==> src/rtl/param_lap_timer_pkg.sv <==
// param_lap_timer_pkg
//   Shared types and constants for the parametrised lap timer.
//   - lapStateT    : display/counting mode (encoding is visible on oState)
//   - SEG_BLANK    : all segments off (active-low)
//   - SEG_E        : letter 'E' used by the error display
//   - SEG_TABLE    : hex digit 0..F to active-low segments, bit0=a .. bit6=g
//   - safeClog2    : ceil(log2(value)) clamped to at least 1 bit
package param_lap_timer_pkg;

  typedef enum logic [1:0] {
    STOP   = 2'd0,
    RUN    = 2'd1,
    FROZEN = 2'd2,
    ERROR  = 2'd3
  } lapStateT;

  localparam logic [6:0] SEG_BLANK = 7'b1111111;
  localparam logic [6:0] SEG_E     = 7'b0000110;

  localparam logic [6:0] SEG_TABLE [16] = '{
    7'b1000000,  // 0
    7'b1111001,  // 1
    7'b0100100,  // 2
    7'b0110000,  // 3
    7'b0011001,  // 4
    7'b0010010,  // 5
    7'b0000010,  // 6
    7'b1111000,  // 7
    7'b0000000,  // 8
    7'b0010000,  // 9
    7'b0001000,  // A
    7'b0000011,  // B
    7'b1000110,  // C
    7'b0100001,  // D
    7'b0000110,  // E
    7'b0001110   // F
  };

  // A counter that only ever holds 0 or 1 still needs one bit, which
  // $clog2 alone would report as zero.
  function automatic int safeClog2(input int value);
    return (value <= 2) ? 1 : $clog2(value);
  endfunction

endpackage

==> src/rtl/seg7_hex_decode.sv <==
// seg7_hex_decode
//   Combinational hex-to-seven-segment decoder, active-low outputs.
//   Ports:
//     value : 4-bit digit value 0..F
//     blank : 1 forces every segment off regardless of value
//     seg   : segments, bit0=a .. bit6=g, 0 = lit
module seg7_hex_decode
  import param_lap_timer_pkg::*;
(
  input  logic [3:0] value,
  input  logic       blank,
  output logic [6:0] seg
);

  always_comb begin
    seg = blank ? SEG_BLANK : SEG_TABLE[value];
  end

endmodule

==> src/rtl/param_lap_timer.sv <==
// param_lap_timer
//   Millisecond lap timer driving NUM_DIGITS seven-segment digits.
//   A free-running prescaler produces one tick every CLK_HZ/TICK_HZ clocks.
//   The count wraps from WRAP_MS to 0 and is mirrored by a BCD chain that
//   feeds the display. Modes: STOP (blank), RUN (live), FROZEN (lap
//   snapshot shown while counting continues), ERROR ('E' plus error code).
//
//   Optional build macro PARAM_LAP_TIMER_LZ_BLANK_EN: when defined, leading
//   zero digits are blanked in RUN and FROZEN (digit 0 always lit).
//
//   Ports:
//     iClk        : system clock
//     iRst        : asynchronous active-low reset
//     iEnable     : run/display enable, level
//     iFreeze     : lap toggle, acts on its rising edge
//     iClear      : synchronous clear of count, BCD and snapshot
//     iErrorCodes : nonzero means an error is present
//     oHEX        : active-low segments, digit k at [7k+6:7k]
//     oTime_msec  : live binary count
//     oWrap       : one-cycle pulse coincident with the count wrapping to 0
//     oState      : current mode (STOP=0, RUN=1, FROZEN=2, ERROR=3)
module param_lap_timer
  import param_lap_timer_pkg::*;
#(
  parameter  int CLK_HZ     = 50000000,
  parameter  int TICK_HZ    = 1000,
  parameter  int NUM_DIGITS = 4,
  parameter  int WRAP_MS    = 2781,
  parameter  int ERR_W      = 2,
  localparam int CW         = safeClog2(WRAP_MS + 1)
) (
  input  logic                    iClk,
  input  logic                    iRst,
  input  logic                    iEnable,
  input  logic                    iFreeze,
  input  logic                    iClear,
  input  logic [ERR_W-1:0]        iErrorCodes,
  output logic [7*NUM_DIGITS-1:0] oHEX,
  output logic [CW-1:0]           oTime_msec,
  output logic                    oWrap,
  output logic [1:0]              oState
);

  localparam int     DIV         = CLK_HZ / TICK_HZ;
  localparam int     PW          = safeClog2(DIV);
  localparam longint DIGIT_LIMIT = longint'(10) ** NUM_DIGITS;

  generate
    if ((CLK_HZ % TICK_HZ) != 0 || DIV < 2) begin : gBadDivider
      $error("param_lap_timer: CLK_HZ/TICK_HZ must be an integer >= 2");
    end
    if (NUM_DIGITS < 2 || NUM_DIGITS > 8) begin : gBadDigits
      $error("param_lap_timer: NUM_DIGITS must be 2..8");
    end
    if (ERR_W < 1 || ERR_W > 4) begin : gBadErrWidth
      $error("param_lap_timer: ERR_W must be 1..4");
    end
    if (longint'(WRAP_MS) >= DIGIT_LIMIT) begin : gBadWrap
      $error("param_lap_timer: WRAP_MS does not fit in NUM_DIGITS digits");
    end
  endgenerate

  logic [PW-1:0]           prescQ;
  logic                    tick;
  lapStateT                stateQ;
  lapStateT                stateD;
  logic                    loadSnap;
  logic                    errPresent;
  logic                    freezeQ;
  logic                    freezeEdge;
  logic [CW-1:0]           countQ;
  logic                    wrapQ;
  logic                    counting;
  logic                    atWrap;
  logic [4*NUM_DIGITS-1:0] bcdQ;
  logic [4*NUM_DIGITS-1:0] bcdInc;
  logic [4*NUM_DIGITS-1:0] snapQ;
  logic                    carry;
  logic [4*NUM_DIGITS-1:0] digVal;
  logic [NUM_DIGITS-1:0]   digBlank;
  logic [7*NUM_DIGITS-1:0] segP0;
  logic [7*NUM_DIGITS-1:0] segP1;
`ifdef PARAM_LAP_TIMER_LZ_BLANK_EN
  logic                    leadZero;
`endif

  // Prescaler: free-running in every mode so tick phase never depends on
  // when the timer was started.
  assign tick = (prescQ == PW'(DIV - 1));

  always_ff @(posedge iClk or negedge iRst) begin
    if (!iRst) begin
      prescQ <= '0;
    end else if (tick) begin
      prescQ <= '0;
    end else begin
      prescQ <= prescQ + PW'(1);
    end
  end

  // Freeze edge detect
  assign freezeEdge = iFreeze & ~freezeQ;
  assign errPresent = |iErrorCodes;

  always_ff @(posedge iClk or negedge iRst) begin
    if (!iRst) begin
      freezeQ <= 1'b0;
    end else begin
      freezeQ <= iFreeze;
    end
  end

  // Mode FSM
  always_ff @(posedge iClk or negedge iRst) begin
    if (!iRst) begin
      stateQ <= STOP;
    end else begin
      stateQ <= stateD;
    end
  end

  // Error is tested before freeze, so a coincident freeze edge never loads
  // a snapshot on the way into ERROR.
  always_comb begin
    stateD   = stateQ;
    loadSnap = 1'b0;
    if (!iEnable) begin
      stateD = STOP;
    end else begin
      case (stateQ)
        STOP:    stateD = RUN;
        RUN: begin
          if (errPresent) begin
            stateD = ERROR;
          end else if (freezeEdge) begin
            stateD   = FROZEN;
            loadSnap = 1'b1;
          end
        end
        FROZEN: begin
          if (errPresent) begin
            stateD = ERROR;
          end else if (freezeEdge) begin
            stateD = RUN;
          end
        end
        ERROR: begin
          if (!errPresent) begin
            stateD = RUN;
          end
        end
        default: stateD = STOP;
      endcase
    end
  end

  // Binary and BCD counters
  assign counting = tick && (stateQ != STOP);
  assign atWrap   = (countQ == CW'(WRAP_MS));

  // Ripple a +1 through the BCD digits, each 9 rolling to 0 with carry.
  always_comb begin
    bcdInc = bcdQ;
    carry  = 1'b1;
    for (int k = 0; k < NUM_DIGITS; k++) begin
      if (carry) begin
        if (bcdQ[4*k +: 4] == 4'd9) begin
          bcdInc[4*k +: 4] = 4'd0;
        end else begin
          bcdInc[4*k +: 4] = bcdQ[4*k +: 4] + 4'd1;
          carry            = 1'b0;
        end
      end
    end
  end

  always_ff @(posedge iClk or negedge iRst) begin
    if (!iRst) begin
      countQ <= '0;
      bcdQ   <= '0;
      snapQ  <= '0;
      wrapQ  <= 1'b0;
    end else begin
      wrapQ <= 1'b0;
      if (iClear) begin
        countQ <= '0;
        bcdQ   <= '0;
        snapQ  <= '0;
      end else begin
        if (counting) begin
          if (atWrap) begin
            countQ <= '0;
            bcdQ   <= '0;
            wrapQ  <= 1'b1;
          end else begin
            countQ <= countQ + CW'(1);
            bcdQ   <= bcdInc;
          end
        end
        if (loadSnap) begin
          snapQ <= bcdQ;
        end
      end
    end
  end

  // Display source select (stage p0)
  always_comb begin
    digVal   = '0;
    digBlank = '1;
`ifdef PARAM_LAP_TIMER_LZ_BLANK_EN
    leadZero = 1'b1;
`endif
    case (stateQ)
      RUN, FROZEN: begin
        digVal   = (stateQ == FROZEN) ? snapQ : bcdQ;
        digBlank = '0;
`ifdef PARAM_LAP_TIMER_LZ_BLANK_EN
        // Scan from the most significant digit down; blank until the first
        // nonzero digit. Digit 0 is never blanked.
        for (int k = NUM_DIGITS - 1; k > 0; k--) begin
          if (digVal[4*k +: 4] != 4'd0) begin
            leadZero = 1'b0;
          end
          digBlank[k] = leadZero;
        end
`endif
      end
      ERROR: begin
        digVal[4*(NUM_DIGITS-1) +: 4] = 4'hE;
        digBlank[NUM_DIGITS-1]        = 1'b0;
        digVal[3:0]                   = 4'(iErrorCodes);
        digBlank[0]                   = 1'b0;
      end
      default: begin
        digVal   = '0;
        digBlank = '1;
      end
    endcase
  end

  for (genvar k = 0; k < NUM_DIGITS; k++) begin : gDigit
    seg7_hex_decode uDecode (
      .value (digVal[4*k +: 4]),
      .blank (digBlank[k]),
      .seg   (segP0[7*k +: 7])
    );
  end

  // Display register (stage p1)
  always_ff @(posedge iClk or negedge iRst) begin
    if (!iRst) begin
      segP1 <= '1;
    end else begin
      segP1 <= segP0;
    end
  end

  assign oHEX       = segP1;
  assign oTime_msec = countQ;
  assign oWrap      = wrapQ;
  assign oState     = stateQ;

endmodule
==> config.mk <==
export PLATFORM = sky130hd
export DESIGN_NAME = param_lap_timer
export DESIGN_NICKNAME = d
export VERILOG_FILES = /design/src/rtl/param_lap_timer_pkg.sv /design/src/rtl/seg7_hex_decode.sv /design/src/rtl/param_lap_timer.sv
export SDC_FILE = /design/constraint.sdc
export NUM_CORES = 1
export LEC_CHECK = 0
export ABC_CLOCK_PERIOD_IN_PS = 2700
export CAP_MARGIN = 40
export CORE_MARGIN = 8
export CORE_UTILIZATION = 25
export DETAILED_ROUTE_END_ITERATION = 7
export GPL_TIMING_DRIVEN = 0
export MAX_ROUTING_LAYER = met4
export PLACE_DENSITY = 0.5
export REMOVE_ABC_BUFFERS = 1
export SKIP_LAST_GASP = 1
export SYNTH_ARGS = -nofsm -noshare
export SYNTH_HDL_FRONTEND = slang
export SYNTH_SLANG_ARGS = --single-unit
==> constraint.sdc <==
create_clock -name iClk -period 2.7 [get_ports iClk]
set_input_delay 0.27 -clock iClk [delete_from_list [all_inputs] [get_ports iClk]]
set_output_delay 0.27 -clock iClk [all_outputs]
set_load 0.01 [all_outputs]
Word-level counts from Yosys, hierarchy flattened
Memory sizes are Yosys's and may differ from the RTL's. Index checks and enable logic that the tools add are counted.

Flip-flop bits (word level): 92. Bits in read-only memories: 448. Logic and storage cells: 110. Output and inout bits: 43. Memories kept: 4. Bits of input ports: 7.

Reduce and logical (&&, ||, !) cells: 15. Bitwise gates (word level): 6. $lt $le $gt $ge: 4. Equal/unequal tests: 12. Multiplexer cells: 52. $add $sub $neg: 6.

Memories: (no name shown) (words 16, width 7, rd ports 1, clocked after Yosys merged registers in 0, write ports 0, RTL line seg7_hex_decode.sv:16) `seg = blank ? SEG_BLANK : SEG_TABLE[value];`; (no name shown) (words 16, width 7, rd ports 1, clocked after Yosys merged registers in 0, write ports 0, RTL line seg7_hex_decode.sv:16); (no name shown) (words 16, width 7, rd ports 1, clocked after Yosys merged registers in 0, write ports 0, RTL line seg7_hex_decode.sv:16); (no name shown) (words 16, width 7, rd ports 1, clocked after Yosys merged registers in 0, write ports 0, RTL line seg7_hex_decode.sv:16).

Operators by type and width (count): 16-bit 2-to-1 mux (7); 7-bit 2-to-1 mux (12); 12-bit 2-to-1 mux (3); 4-bit 2-to-1 mux (7); 5-bit greater-or-equal comparator (second input constant) (4); 4-bit inverter with 5-bit output (4); 16-bit by 1-bit adder with 16-bit output (second input constant) (1); 4-bit by 1-bit adder with 4-bit output (second input constant) (4); 16-bit equality test (second input constant) (1); 4-bit equality test (second input constant) (4); 4-bit case mux with 2 select lines (2); 2-bit 2-to-1 mux (7); 12-bit by 1-bit adder with 12-bit output (second input constant) (1); 12-bit equality test (second input constant) (1); 1-bit 2-to-1 mux (12); 3-bit nonzero test (3); 8-bit 2-to-1 mux (1); 4-bit != test (second input constant) (2); 2-bit case mux with 4 select lines (1); 2-bit AND reduction (3); 2-bit nonzero test (3); 2-bit equality test (second input constant) (2); 2-bit OR reduction (2); 3-bit != test (second input constant) (1); 7 further kinds (7).

Logic depth before layout (Yosys ltp)
Word-level depth: 8. Depth in mapped cells: 13. Gate-level depth less buffers: 11.

By module
Synthesis repeated with hierarchy kept, for this count alone.

Cell total of the unflattened synthesis: 555. Area, all modules: 5637.9 sq um.

By module, submodules not included: param_lap_timer (times used 1, area each 4466.8 sq um, cells each 411, sequential area each 2337.2 sq um); seg7_hex_decode at gDigit[0].uDecode ... (times used 3, area each 299.0 sq um, cells each 35, sequential area each 0.0 sq um); seg7_hex_decode at gDigit[3].uDecode (times used 1, area each 274.0 sq um, cells each 39, sequential area each 0.0 sq um).

Worst setup path after synthesis
OpenSTA, ideal clock, no wires.

Kind: reg-to-reg. Start point: reg stateQ[0] (netlist: oState[0]). End point: reg segP1[0] (netlist: oHEX[0]). Stages on the path, launching flop included: 14. Arrival time: 2.648 ns. Data required time: 2.618 ns. Library setup time: 0.082 ns. Slack: -0.030 ns. Period minus slack after synthesis: 2.730 ns. Path through: dfrtp_1 -> inv_1 -> ha_1 -> buf_2 -> buf_1 -> nand2_1 -> o21ai_0 -> a22oi_1 -> nor2_1 -> inv_1 -> ha_1 -> nor3_1 -> nor2_1 -> a211o_1.

Cells in the longest elaborated chain, start to end: 8. Elaborated cells between the ends (all ways): 12. Those cells by class: 3 x eq/ne; 5 x mux; 1 x bitwise; 2 x reduce/logical; 1 x memory.

Ends and longest elaborated chain: start: declaration (RTL line param_lap_timer.sv:65) `lapStateT stateQ;`; start signal: assignment (RTL line param_lap_timer.sv:118) `stateQ <= stateD;`; 2-bit equality test / 2-bit by 1-bit equality test with 1-bit output (equally long branches) (RTL line param_lap_timer.sv:214, param_lap_timer.sv:216); 16-bit 2-to-1 mux / 2-bit OR reduction (equally long branches) (RTL line param_lap_timer.sv:216, param_lap_timer.sv:214); 4-bit case mux with 2 select lines (RTL line param_lap_timer.sv:214) `case (stateQ)`; 4-bit inverter with 5-bit output (not written as such) (RTL line seg7_hex_decode.sv:16); memory read 16 x 7 bit; 7-bit 2-to-1 mux (not written as such) (2 in series) (RTL line seg7_hex_decode.sv:16); 7-bit 2-to-1 mux * (RTL line seg7_hex_decode.sv:16); net gDigit[0].uDecode.seg[0] (RTL line seg7_hex_decode.sv:12) `output logic [6:0] seg`; end signal: assignment (RTL line param_lap_timer.sv:255) `segP1 <= segP0;`; end: declaration (RTL line param_lap_timer.sv:82) `logic [7*NUM_DIGITS-1:0] segP1;`.

Mark *: on every way through the listed nets, which the timed path passes. The rest lies on a longest branch. The select of a mux whose other input is x is not followed. A chain may end at the register's enable or synchronous reset.

Worst setup path after layout
Start point: reg stateQ[0] (netlist: oState[0]). End point: reg segP1[5] (netlist: oHEX[5]).

The elaborated chain is that of the path after synthesis.

==> impl_metrics.tcl <==
set metrics [dict create \
    cts_tree "yes" \
    cp-end-kind "flip-flop" \
    dp_cells 867 \
    via_per_inst 4.77 \
    clkSinkCount 92 \
    comb_power_share_pct 24.6 \
    drv_cap 0 \
    h-tree-depth 3 \
    synth_area_leaders "dfrtp_1, dfstp_2, ha_1, nand2_1, o21ai_0" \
    whs_ps 390 \
    port_buffers 49 \
    r2r_cells 10 \
    syn_inst 563 \
    postLayoutCellArea_um2 6500 \
    fin_skew_ps 9.57 \
    rsz0062_at_grt "true" \
    power_frac_clock_pct 32.1 \
    place_congestion 0.793 \
    synth-compound-area-share_pct 14.7 \
    numCtsBuffers 9 \
    die_h_um 161 \
    start_util_pct 25.3 \
    synth_top_family_by_area "simple AND/OR/NAND/NOR gates" \
    rows 53 \
    period_share_pct 96.5 \
    path_class "reg2reg" \
    ant_nets 0 \
    period_minus_slack_ps 2610 \
    clkTransAtPathRegs_ps 70 \
    holdPathStages 1 \
    grt_pass1_wl_um 21000 \
    r2r_setup_slack_ps 90 \
    max_freq_mhz 384 \
    cts-root-buf "clkbuf_16" \
    min_from "iFreeze" \
    die_w_um 161 \
    pin_count 50 \
    syn2layout_area_growth_pct 23.0 \
    rr_startpoint "oState[0]" \
    grt_usage_pct 10.1 \
    cp_max_fo 7 \
    synthAdderAreaFrac_pct 9.24 \
    die-area_um2 26000 \
    ys_warn_count 0 \
    num_antenna_cells 0 \
    synthArstFlopShare_pct 100 \
    core_area_um2 20900 \
    stdcell_count 893 \
    wl_per_cell_um 14.0 \
    synth_ff_type "dfrtp_1" \
    hpwl_um 8720 \
    peakVddDrop_mv 0.322 \
    finalHoldViolCount 0 \
    synth_xor_area_share_pct 2.49 \
    ys_ff_latch 92 \
    hold_path.class "in2reg" \
    min_to "freezeQ" \
    reg2reg_to "oHEX[5]" \
    cts_max_path_buffers 2 \
    synth_top_area_share_pct 30.3 \
    clock_latency_ps 350 \
    grt_pass1_vias 4170 \
    synth_commonest_cells "nand2_1, dfrtp_1, nor2_1, o21ai_0, ha_1" \
    firstDrtPassIters 4 \
    route.detailed.drc 0 \
    avgSynthCellArea_um2 9.39 \
    drv_slew 0 \
    synth_cell_types 57 \
    gr-total-overflow 0 \
    grt_max_degree 49 \
    start_kind "flip-flop" \
    drive_above_1_share_pct 14.7 \
    p_sw_mw 1.10 \
    finalSetupViolCount 0 \
    antenna_found_initial 0 \
    dr_total_vias 4264 \
    synth.most_common_cell "nand2_1" \
    synth.area.mux_share_pct 7.39 \
    worstPathArrival_ps 2880 \
    max-slew-margin-rel_pct 44.0 \
    p_leak_nw 2.70 \
    tightest_slew_ps 837 \
    critical_path_required_ps 2970 \
    nets 659 \
    p_sw_share_pct 27.6 \
    drtIter0Drc 319 \
    pwr_density_cell_nw_per_um2 615 \
    synth-simple-area-share_pct 18.6 \
    yosysTopAreaCell "dfrtp_1" \
    intPower_mw 2.89 \
    syn-cell-area_um2 5280 \
    ys_seq_area_share_pct 44.2 \
    p_seq_share_pct 43.3 \
    dpl-instance-area_um2 6070 \
    synth-edff-count 0 \
    wl_um 12500 \
    status "complete, no violations" \
]
==> flip-flops by register name, summed over array words and instances, names as in the netlist <==
| signal | cells |
|---|---|
| bcdQ | 16 |
| freezeQ | 1 |
| oHEX | 28 |
| oState | 2 |
| oTime_msec | 12 |
| oWrap | 1 |
| prescQ | 16 |
| snapQ | 16 |
==> power by group through the flow <==
stage / combinational (mW) / clock, mW / sequential (mW)
after floorplan: 0.305 / 0 / 1.86
after global placement: 0.923 / 0 / 1.76
after detailed placement: 0.940 / 0 / 1.76
after CTS: 0.983 / 1.35 / 1.74
after global routing: 1.07 / 1.40 / 1.75
final: 0.981 / 1.28 / 1.73
==> cell usage in the layout, fill, tap and decap left out, drive strengths merged, types with 2 or more instances in the layout <==
cell type | Yosys | routed
o211ai | 3 | 3
ha | 39 | 39
nand3 | 22 | 22
a211oi | 2 | 2
a221o | 4 | 4
a31oi | 4 | 4
nand3b | 4 | 4
inv | 23 | 24
nand4b | 2 | 2
o31ai | 3 | 3
or3 | 5 | 5
nand2 | 93 | 93
dfrtp | 64 | 64
nand4 | 9 | 9
o21ai | 46 | 46
xor2 | 9 | 9
and3 | 4 | 4
a21oi | 30 | 30
mux2i | 21 | 21
or2 | 4 | 4
o22ai | 2 | 2
clkinv | 0 | 3
a21o | 5 | 5
o221ai | 3 | 3
o311ai | 3 | 3
nand2b | 3 | 3
nor3 | 9 | 9
a211o | 6 | 6
a22oi | 2 | 2
clkdlybuf4s50 | 0 | 48
xnor2 | 6 | 6
buf | 5 | 13
clkbuf | 18 | 10
dfstp | 28 | 28
nor4 | 4 | 4
nor2 | 44 | 44
mux2 | 16 | 16
==> cells by family (layout without fill, tap and decap cells) <==
logic type / count (synthesis) / count (layout)
buffers and inverters: 46 / 101
DFF: 92 / 92
xor gates and xnor gates: 15 / 15
adders and majority gates: 39 / 39
and+or+nand+nor: 212 / 212
AOI/OAI and AO/OA: 122 / 122
muxes: 37 / 37
==> how the worst max path moves through the flow <==
| stage | startpoint | end |
|---|---|---|
| 2_1_floorplan | oState[0] | oHEX[0] |
| 3_3_place_gp | iRst | freezeQ |
| 3_5_place_dp | oState[0] | oHEX[6] |
| 4_1_cts | oState[1] | oHEX[21] |
| 5_1_grt | oState[1] | oHEX[21] |
| 6_report | oState[0] | oHEX[5] |
==> worst max-delay path, stage by stage (launching register included) <==
cell     delay, ps
dfrtp_2        440
inv_2          110
ha_2           220
buf_12         120
mux2_2         340
a22oi_2        220
or2_4          190
inv_1           60
ha_1           250
mux2_2         290
a211o_1        300
==> per-stage QoR <==
step | power [mW] | utilization [%] | setup WS, ps | TNS, ps
floorplan | 2.16 | - | -168 | -490
global route | 4.23 | 31.1 | -85.8 | -226
detailed placement | 2.70 | 29.1 | -494 | -11420
global placement | 2.68 | 28.9 | -2170 | -175620
finish | 3.99 | 31.1 | 94.2 | 0
CTS | 4.07 | 30.8 | -16.6 | -16.6
==> per-layer routing <==
metal / wire length, µm / vias up / global-route usage, %
li1: - / 2079 / -
met1: 6260 / 2103 / 13.3
met2: 5600 / 69 / 14.9
met3: 370 / 13 / 1.68
met4: 248 / 0 / 4.84
met5: 0 / - / -
==> area by class of cell <==
cell class	instances	area, µm²
Fill cell	2168	14400
Multi-Input combinational cell	425	2820
Sequential cell	92	2340
Timing Repair Buffer	62	621
Tap cell	275	344
Clock buffer	10	229
Inverter	23	86.3
Clock inverter	6	63.8
==> repair_timing <==
action / CTS / global route
buffers inserted: 3 / 6
resized for setup: 9 / 6
hold endpoints to repair: 28 / 0
hold buffers: 1 / 0
endpoints found under the setup margin: 46 / 19
pin swaps: 2 / 2
(Power assumes the default switching activity.)
